## src/rtl/object_patrol_move_pkg.sv

```systemverilog
// mover_pkg: shared boundary-mode and FSM state types for the patrol mover
package mover_pkg;
  typedef enum logic [1:0] {STOP = 2'd0, WRAP = 2'd1, BOUNCE = 2'd2} mode_t;
  typedef enum logic [1:0] {MOVING = 2'd0, DWELL = 2'd1, HALTED = 2'd2} mover_state_t;
  localparam int FRAC_BITS_DEFAULT = 6;
endpackage

```

## src/rtl/object_patrol_move_if.sv

```systemverilog
// object_patrol_move_if: frame/control inputs and sprite position outputs of the mover
interface object_patrol_move_if;
  logic startOfFrame;
  logic enable;
  logic restart;
  logic [1:0] mode;
  logic signed [10:0] topLeftX;
  logic signed [10:0] topLeftY;
  logic dirX;
  logic dirY;
  logic edgeHit;
  logic halted;
  modport master(output startOfFrame, enable, restart, mode,
                 input topLeftX, topLeftY, dirX, dirY, edgeHit, halted);
  modport slave(input startOfFrame, enable, restart, mode,
                output topLeftX, topLeftY, dirX, dirY, edgeHit, halted);
endinterface

```

## src/rtl/object_patrol_move_axis_step.sv

```systemverilog
// axis_step: one-axis candidate position and boundary detection for a single frame step
module axis_step
  import mover_pkg::*;
(
  input  logic signed [31:0] pos_i,
  input  logic signed [31:0] vel_i,
  input  logic signed [31:0] min_i,
  input  logic signed [31:0] max_i,
  input  logic [1:0]         mode_i,
  output logic signed [31:0] nxt_o,
  output logic               over_o,
  output logic               under_o,
  output logic               flip_o
);
  logic signed [31:0] sum;
  assign sum     = pos_i + vel_i;
  assign over_o  = sum > max_i;
  assign under_o = sum < min_i;
  assign flip_o  = (over_o || under_o) && mode_i == BOUNCE;
  // anything that is not WRAP clamps the offending axis
  assign nxt_o = over_o  ? (mode_i == WRAP ? min_i + (sum - max_i) : max_i) :
                 under_o ? (mode_i == WRAP ? max_i - (min_i - sum) : min_i) : sum;
endmodule

```

## src/rtl/object_patrol_move.sv

```systemverilog
// object_patrol_move: per-frame two-axis fixed-point sprite mover with stop/wrap/bounce edges
module object_patrol_move
  import mover_pkg::*;
#(
  parameter int FRAC_BITS    = FRAC_BITS_DEFAULT,
  parameter int INITIAL_X    = 280,
  parameter int INITIAL_Y    = 100,
  parameter int X_SPEED      = 30,
  parameter int Y_SPEED      = 0,
  parameter int X_MIN        = 0,
  parameter int X_MAX        = 600,
  parameter int Y_MIN        = 0,
  parameter int Y_MAX        = 440,
  parameter int DWELL_FRAMES = 15
) (
  input logic clk,
  input logic reset,
  object_patrol_move_if.slave bus
);
  localparam logic signed [31:0] X_MIN_F  = X_MIN << FRAC_BITS;
  localparam logic signed [31:0] X_MAX_F  = X_MAX << FRAC_BITS;
  localparam logic signed [31:0] Y_MIN_F  = Y_MIN << FRAC_BITS;
  localparam logic signed [31:0] Y_MAX_F  = Y_MAX << FRAC_BITS;
  localparam logic signed [31:0] X_INIT_F = INITIAL_X << FRAC_BITS;
  localparam logic signed [31:0] Y_INIT_F = INITIAL_Y << FRAC_BITS;
  mover_state_t state_q, state_d;
  logic signed [31:0] pos_x_q, pos_x_d, pos_y_q, pos_y_d;
  logic signed [31:0] vel_x_q, vel_x_d, vel_y_q, vel_y_d;
  logic [31:0] cnt_q, cnt_d;
  logic flip_x_q, flip_x_d, flip_y_q, flip_y_d;
  logic edge_q, edge_d;
  logic signed [31:0] nxt_x, nxt_y;
  logic over_x, under_x, fx, over_y, under_y, fy;
  logic frame, hit;
  axis_step u_x (
    .pos_i(pos_x_q), .vel_i(vel_x_q), .min_i(X_MIN_F), .max_i(X_MAX_F), .mode_i(bus.mode),
    .nxt_o(nxt_x), .over_o(over_x), .under_o(under_x), .flip_o(fx)
  );
  axis_step u_y (
    .pos_i(pos_y_q), .vel_i(vel_y_q), .min_i(Y_MIN_F), .max_i(Y_MAX_F), .mode_i(bus.mode),
    .nxt_o(nxt_y), .over_o(over_y), .under_o(under_y), .flip_o(fy)
  );
  assign frame = bus.startOfFrame && bus.enable;
  assign hit   = over_x || under_x || over_y || under_y;
  always_comb begin
    state_d  = state_q;
    pos_x_d  = pos_x_q;
    pos_y_d  = pos_y_q;
    vel_x_d  = vel_x_q;
    vel_y_d  = vel_y_q;
    cnt_d    = cnt_q;
    flip_x_d = flip_x_q;
    flip_y_d = flip_y_q;
    edge_d   = 1'b0;
    if (frame && state_q == MOVING) begin
      pos_x_d = nxt_x;
      pos_y_d = nxt_y;
      edge_d  = hit;
      if (hit && bus.mode == BOUNCE) begin
        if (DWELL_FRAMES == 0) begin
          vel_x_d = fx ? -vel_x_q : vel_x_q;
          vel_y_d = fy ? -vel_y_q : vel_y_q;
        end else begin
          flip_x_d = fx;
          flip_y_d = fy;
          cnt_d    = 32'(DWELL_FRAMES);
          state_d  = DWELL;
        end
      end else if (hit && bus.mode != WRAP) state_d = HALTED;
    end else if (frame && state_q == DWELL) begin
      // the reversal frame itself carries no motion
      if (cnt_q != 0) cnt_d = cnt_q - 1;
      else begin
        vel_x_d  = flip_x_q ? -vel_x_q : vel_x_q;
        vel_y_d  = flip_y_q ? -vel_y_q : vel_y_q;
        flip_x_d = 1'b0;
        flip_y_d = 1'b0;
        state_d  = MOVING;
      end
    end
  end
  always_ff @(posedge clk) begin
    if (reset || bus.restart) begin
      state_q  <= MOVING;
      pos_x_q  <= X_INIT_F;
      pos_y_q  <= Y_INIT_F;
      vel_x_q  <= X_SPEED;
      vel_y_q  <= Y_SPEED;
      cnt_q    <= '0;
      flip_x_q <= 1'b0;
      flip_y_q <= 1'b0;
      edge_q   <= 1'b0;
    end else begin
      state_q  <= state_d;
      pos_x_q  <= pos_x_d;
      pos_y_q  <= pos_y_d;
      vel_x_q  <= vel_x_d;
      vel_y_q  <= vel_y_d;
      cnt_q    <= cnt_d;
      flip_x_q <= flip_x_d;
      flip_y_q <= flip_y_d;
      edge_q   <= edge_d;
    end
  end
  assign bus.topLeftX = 11'(pos_x_q >>> FRAC_BITS);
  assign bus.topLeftY = 11'(pos_y_q >>> FRAC_BITS);
  assign bus.dirX     = vel_x_q[31];
  assign bus.dirY     = vel_y_q[31];
  assign bus.edgeHit  = edge_q;
  assign bus.halted   = state_q == HALTED;
endmodule

```

## src/flat_wrapper.sv

```systemverilog
// flat-port wrapper written by rule: the top's interface ports become plain ports
module object_patrol_move_flat import mover_pkg::*;
#(
  parameter int FRAC_BITS    = FRAC_BITS_DEFAULT,
  parameter int INITIAL_X    = 280,
  parameter int INITIAL_Y    = 100,
  parameter int X_SPEED      = 30,
  parameter int Y_SPEED      = 0,
  parameter int X_MIN        = 0,
  parameter int X_MAX        = 600,
  parameter int Y_MIN        = 0,
  parameter int Y_MAX        = 440,
  parameter int DWELL_FRAMES = 15
)
  (clk, reset, bus_startOfFrame, bus_enable, bus_restart, bus_mode, bus_topLeftX, bus_topLeftY, bus_dirX, bus_dirY, bus_edgeHit, bus_halted);
  object_patrol_move_if bus_i ();
  input logic clk;
  input logic reset;
  input wire logic [$bits(bus_i.startOfFrame)-1:0] bus_startOfFrame;
  input wire logic [$bits(bus_i.enable)-1:0] bus_enable;
  input wire logic [$bits(bus_i.restart)-1:0] bus_restart;
  input wire logic [$bits(bus_i.mode)-1:0] bus_mode;
  output wire logic [$bits(bus_i.topLeftX)-1:0] bus_topLeftX;
  output wire logic [$bits(bus_i.topLeftY)-1:0] bus_topLeftY;
  output wire logic [$bits(bus_i.dirX)-1:0] bus_dirX;
  output wire logic [$bits(bus_i.dirY)-1:0] bus_dirY;
  output wire logic [$bits(bus_i.edgeHit)-1:0] bus_edgeHit;
  output wire logic [$bits(bus_i.halted)-1:0] bus_halted;
  assign bus_i.startOfFrame = bus_startOfFrame;
  assign bus_i.enable = bus_enable;
  assign bus_i.restart = bus_restart;
  assign bus_i.mode = bus_mode;
  assign bus_topLeftX = bus_i.topLeftX;
  assign bus_topLeftY = bus_i.topLeftY;
  assign bus_dirX = bus_i.dirX;
  assign bus_dirY = bus_i.dirY;
  assign bus_edgeHit = bus_i.edgeHit;
  assign bus_halted = bus_i.halted;
  object_patrol_move #(.FRAC_BITS(FRAC_BITS), .INITIAL_X(INITIAL_X), .INITIAL_Y(INITIAL_Y), .X_SPEED(X_SPEED), .Y_SPEED(Y_SPEED), .X_MIN(X_MIN), .X_MAX(X_MAX), .Y_MIN(Y_MIN), .Y_MAX(Y_MAX), .DWELL_FRAMES(DWELL_FRAMES)) u_core (.clk(clk), .reset(reset), .bus(bus_i));
endmodule
```

## config.mk

```make
export PLATFORM = sky130hd
export DESIGN_NAME = object_patrol_move_flat
export DESIGN_NICKNAME = d
export VERILOG_FILES = /design/src/rtl/object_patrol_move_pkg.sv /design/src/rtl/object_patrol_move_if.sv /design/src/rtl/object_patrol_move_axis_step.sv /design/src/rtl/object_patrol_move.sv /design/src/flat_wrapper.sv
export SDC_FILE = /design/constraint.sdc
export NUM_CORES = 1
export LEC_CHECK = 0
export ABC_CLOCK_PERIOD_IN_PS = 5040
export CORE_MARGIN = 1
export CORE_UTILIZATION = 50
export DETAILED_ROUTE_END_ITERATION = 6
export GPL_ROUTABILITY_DRIVEN = 0
export HOLD_SLACK_MARGIN = 0.1
export MAX_ROUTING_LAYER = met4
export PLACE_DENSITY_LB_ADDON = 0.2
export SETUP_SLACK_MARGIN = 0.1
export SLEW_MARGIN = 20
export SYNTH_ARGS = -nofsm -noshare
export SYNTH_HDL_FRONTEND = slang
export SYNTH_SLANG_ARGS = --single-unit
```

## constraint.sdc

```tcl
create_clock -name clk -period 5.04 [get_ports clk]
set_input_delay 1.008 -clock clk [delete_from_list [all_inputs] [get_ports clk]]
set_output_delay 1.008 -clock clk [all_outputs]
set_load 0.05 [all_outputs]
```

==> metrics.md <==
| Metric | Value |
|---|---|
| # clock sinks | `161` |
| Clk slew on worst S/H paths | `0.07 ns` |
| Max clock buf depth | `2` |
| Fin cells | `2081` |
| Die height | `166.8 um` |
| Top delay family on crit path | `compound AO/OA/AOI/OAI gates` |
| Vias in the first global route | `12254` |
| Cell area power density | `209.9 nW/um2` |
| Post-DP Area | `13840 um2` |
| Nets@finish | `1808` |
| Internal | `2.091 mW` |
| Post-synthesis async set-or-reset flop share | `0` |
| Final setup margin | `0.3214 ns` |
| Post-route DRC | `0` |
| Clk_lat worst skew | `0.45 ns` |
| Startpoint Class | `flop` |
| Unrepaired setup endpoints after global routing | `true` |
| Largest family of logic cells by synthesized area | `simple AND/OR/NAND/NOR gates` |
| Layout Utilization | `0.5478` |
| CTS tree | `yes` |
| Relative slew margins | `0.2108` |
| HP Class | `flop to flop` |
| TritonRoute pass-1 iters | `7` |
| Routed WL per cell | `18.83 um` |
| Die span in x | `166.8 um` |
| Slowest-stage cell, CP | `or4_1` |
| Port bufs | `32` |
| Area grow syn2layout | `6.340%` |
| Routed vias/inst | `6.408` |
| Initial Util | `0.5152` |
| Final count of hold timing violations | `0` |
| Initial antenna violation count | `0` |
| Post-synth top area share | `0.2374` |
| Grt total ovfl | `0` |
| Inserted Diodes | `0` |
| Post-Synth Simple-Gate Area | `0.2620` |
| Most frequent cells in the layout | `nor2_1 (172), dfxtp_1 (161), nand2_1 (153)` |
| Post-synthesis cell area | `13580 um2` |
| Die footprint | `27820 um2` |
| Ys flop type | `dfxtp_1` |
| Outcome | `finished, final reports clean` |
| Cells after Synth | `1793` |
| Detail Placement HPWL | `28.80 mm` |
| CTS Hold Bufs | `0` |
| CP max FO | `18` |
| Worst-path cell chain | `ha_1, o21ai_0, o21ai_1, a21oi_1, o41ai_1, a211oi_2, buf_4, and4b_1, nand3b_1, or4_1, buf_4, a221o_1, o21ai_0, a21oi_1` |
| Syn avg cell area | `7.572 um2` |
| Final slew viol count | `0` |
| Core Area | `26350 um2` |
| YS warnings | `0` |
| Share of cells above drive strength 1 | `0.06529` |
| Combinational share of power | `0.136` |
| Measured slew at the worst slew-check pin | `1.181 ns` |
| Peak supply drop | `0.1932 mV` |
| Final critical-path share of the clock period | `0.9362` |
| Post-Route WL | `39.18 mm` |
| Maxcap violations | `0` |
| Multiplexer share of the synthesized area | `0.02221` |
| Placed Cells | `2049` |
| Area leader, netlist | `dfxtp_1` |
| Initial DRC Count | `1095` |
| Kind of critical path | `flop to flop` |
| Minimum clock period | `4.719 ns` |
| Seq/Total Area, Yosys | `0.2374` |
| Core Rows | `59` |
| Hold slack | `0.4346 ns` |
| EDFF count, synth | `0` |
| Post-Synth Adder-Cell Area | `0.06267` |
| CP required | `5.34 ns` |
| F_max | `211.9 MHz` |
| Setup Viol. Count Final | `0` |
| Synth cell types | `94` |
| H-tree Lvls | `4` |
| Top Ports | `33` |
| Post-route ant nets | `0` |
| Fillers | `2531` |
| Register bit total from synthesis | `161` |
| Global Route Usage Sum | `0.2891` |
| Top post-synthesis cells by area | `dfxtp_1 (24%), ha_1 (6.3%), xnor2_1 (5.4%)` |
| Commonest non-fill, non-tap cell in the layout | `nor2_1` |
| Post-CTS Setup Inserts | `0` |
| CTS Buf Count | `17` |
| Global-route wire length before repair | `63.83 mm` |
| NetSw | `0.9403 mW` |
| Clk root buf | `clkbuf_16` |
| Placement Setup Slack | `0.3449 ns` |
| Reg power frac | `0.427` |
| Total power | `3.031 mW` |
| Vias | `13335` |
| Buf/Inv on CP | `2` |
| Post_cts resized | `0` |
| Clk network pwr share | `0.437` |
| Clk_skew | `0.01282 ns` |
| Setup_tns | `0 ns` |
| Leak | `5.378 nW` |
| Crit. End Element | `flop` |
| Largest net degree at the start of global routing | `74` |
| Critical Path AT | `5.01 ns` |
| Sw Share | `0.3102` |
| Synth Area in Compound Gates | `0.2582` |
| Crit-path max cell delay | `0.71 ns` |
| Finished Cell Area | `14440 um2` |
| Xor/xnor cell area share of the yosys netlist | `0.09418` |
## cell usage after synthesis, drive strengths merged (28+ instances only)
library cell and instances:
ha 68, nor2 175, nand3b 29, nor3 59, inv 38, dfxtp 161, nor4 33, nand2 156
a21oi 150, o21ai 104, clkbuf 71, or3 28, xnor2 83, nand3 66, mux2i 29, nand4 33
buf 65, a31oi 31, xor2 63
## power groups by stage
stage          logic [mW]  registers, mW  clock network [mW]
4_1_cts             0.406           1.30                1.34
5_1_grt             0.447           1.30                1.40
3_3_place_gp        0.398           1.32                   0
3_5_place_dp        0.404           1.33                   0
2_1_floorplan       0.310           1.32                   0
6_report            0.412           1.30                1.32
## logic make-up (layout without fill, tap and decap cells)
logic type / after synthesis / in the layout
mux: 30 / 30
flops: 161 / 161
simple gates: 698 / 698
fa+ha+maj: 68 / 68
compound gates: 514 / 514
other cells: 2 / 3
xor+xnor: 146 / 146
buf+inv: 174 / 126
## flip-flops by register name (all words and copies together) (netlist names)
register	flops
u_core.pos_x_q	32
u_core.vel_y_q	30
u_core.bus.edgeHit	1
u_core.vel_x_q	30
u_core.flip_y_q	1
u_core.cnt_q	32
u_core.flip_x_q	1
u_core.pos_y_q	32
u_core.state_q	2
## worst paths after layout
kind,from,slack (ns),cells past startpoint,endpoint
setup reg to reg,u_core.vel_y_q[5]$_SDFFE_PP0P_,0.32,14,u_core.pos_y_q[16]$_SDFFE_PP0P_
setup / recovery,u_core.vel_y_q[5]$_SDFFE_PP0P_,0.32,14,u_core.pos_y_q[16]$_SDFFE_PP0P_
hold / removal,u_core.pos_x_q[0]$_SDFFE_PP0P_,0.43,2,u_core.pos_x_q[0]$_SDFFE_PP0P_
hold reg to reg,u_core.pos_x_q[0]$_SDFFE_PP0P_,0.43,2,u_core.pos_x_q[0]$_SDFFE_PP0P_
## per-layer routing
layer | up-vias | part of all wire | track usage
met2 | 450 | 0.46 | 0.4689
met3 | 72 | 0.060 | 0.04468
met4 | 0 | 0.021 | 0.08535
li1 | 6487 | - | -
met1 | 6326 | 0.46 | 0.3700
met5 | - | 0 | -
## area by class of cell
type	count	area, um2	area share
Clock buffer	17	425.4	0.02947
Inverter	38	142.6	0.009880
Multi-Input combinational cell	1459	9537	0.6605
Timing Repair Buffer	56	525.5	0.03640
Clock inverter	15	165.2	0.01144
Sequential cell	161	3223	0.2232
Tap cell	335	419.2	0.02903
## worst register-to-register path, stage by stage, from the launching register on
cell and delay [ns]:
dfxtp_1 0.35, ha_1 0.40, o21ai_0 0.18, o21ai_1 0.49
a21oi_1 0.23, o41ai_1 0.39, a211oi_2 0.11, buf_4 0.18
and4b_1 0.32, nand3b_1 0.18, or4_1 0.71, buf_4 0.29
a221o_1 0.33, o21ai_0 0.31, a21oi_1 0.10
Note: power is estimated with default switching activity, not from simulation.
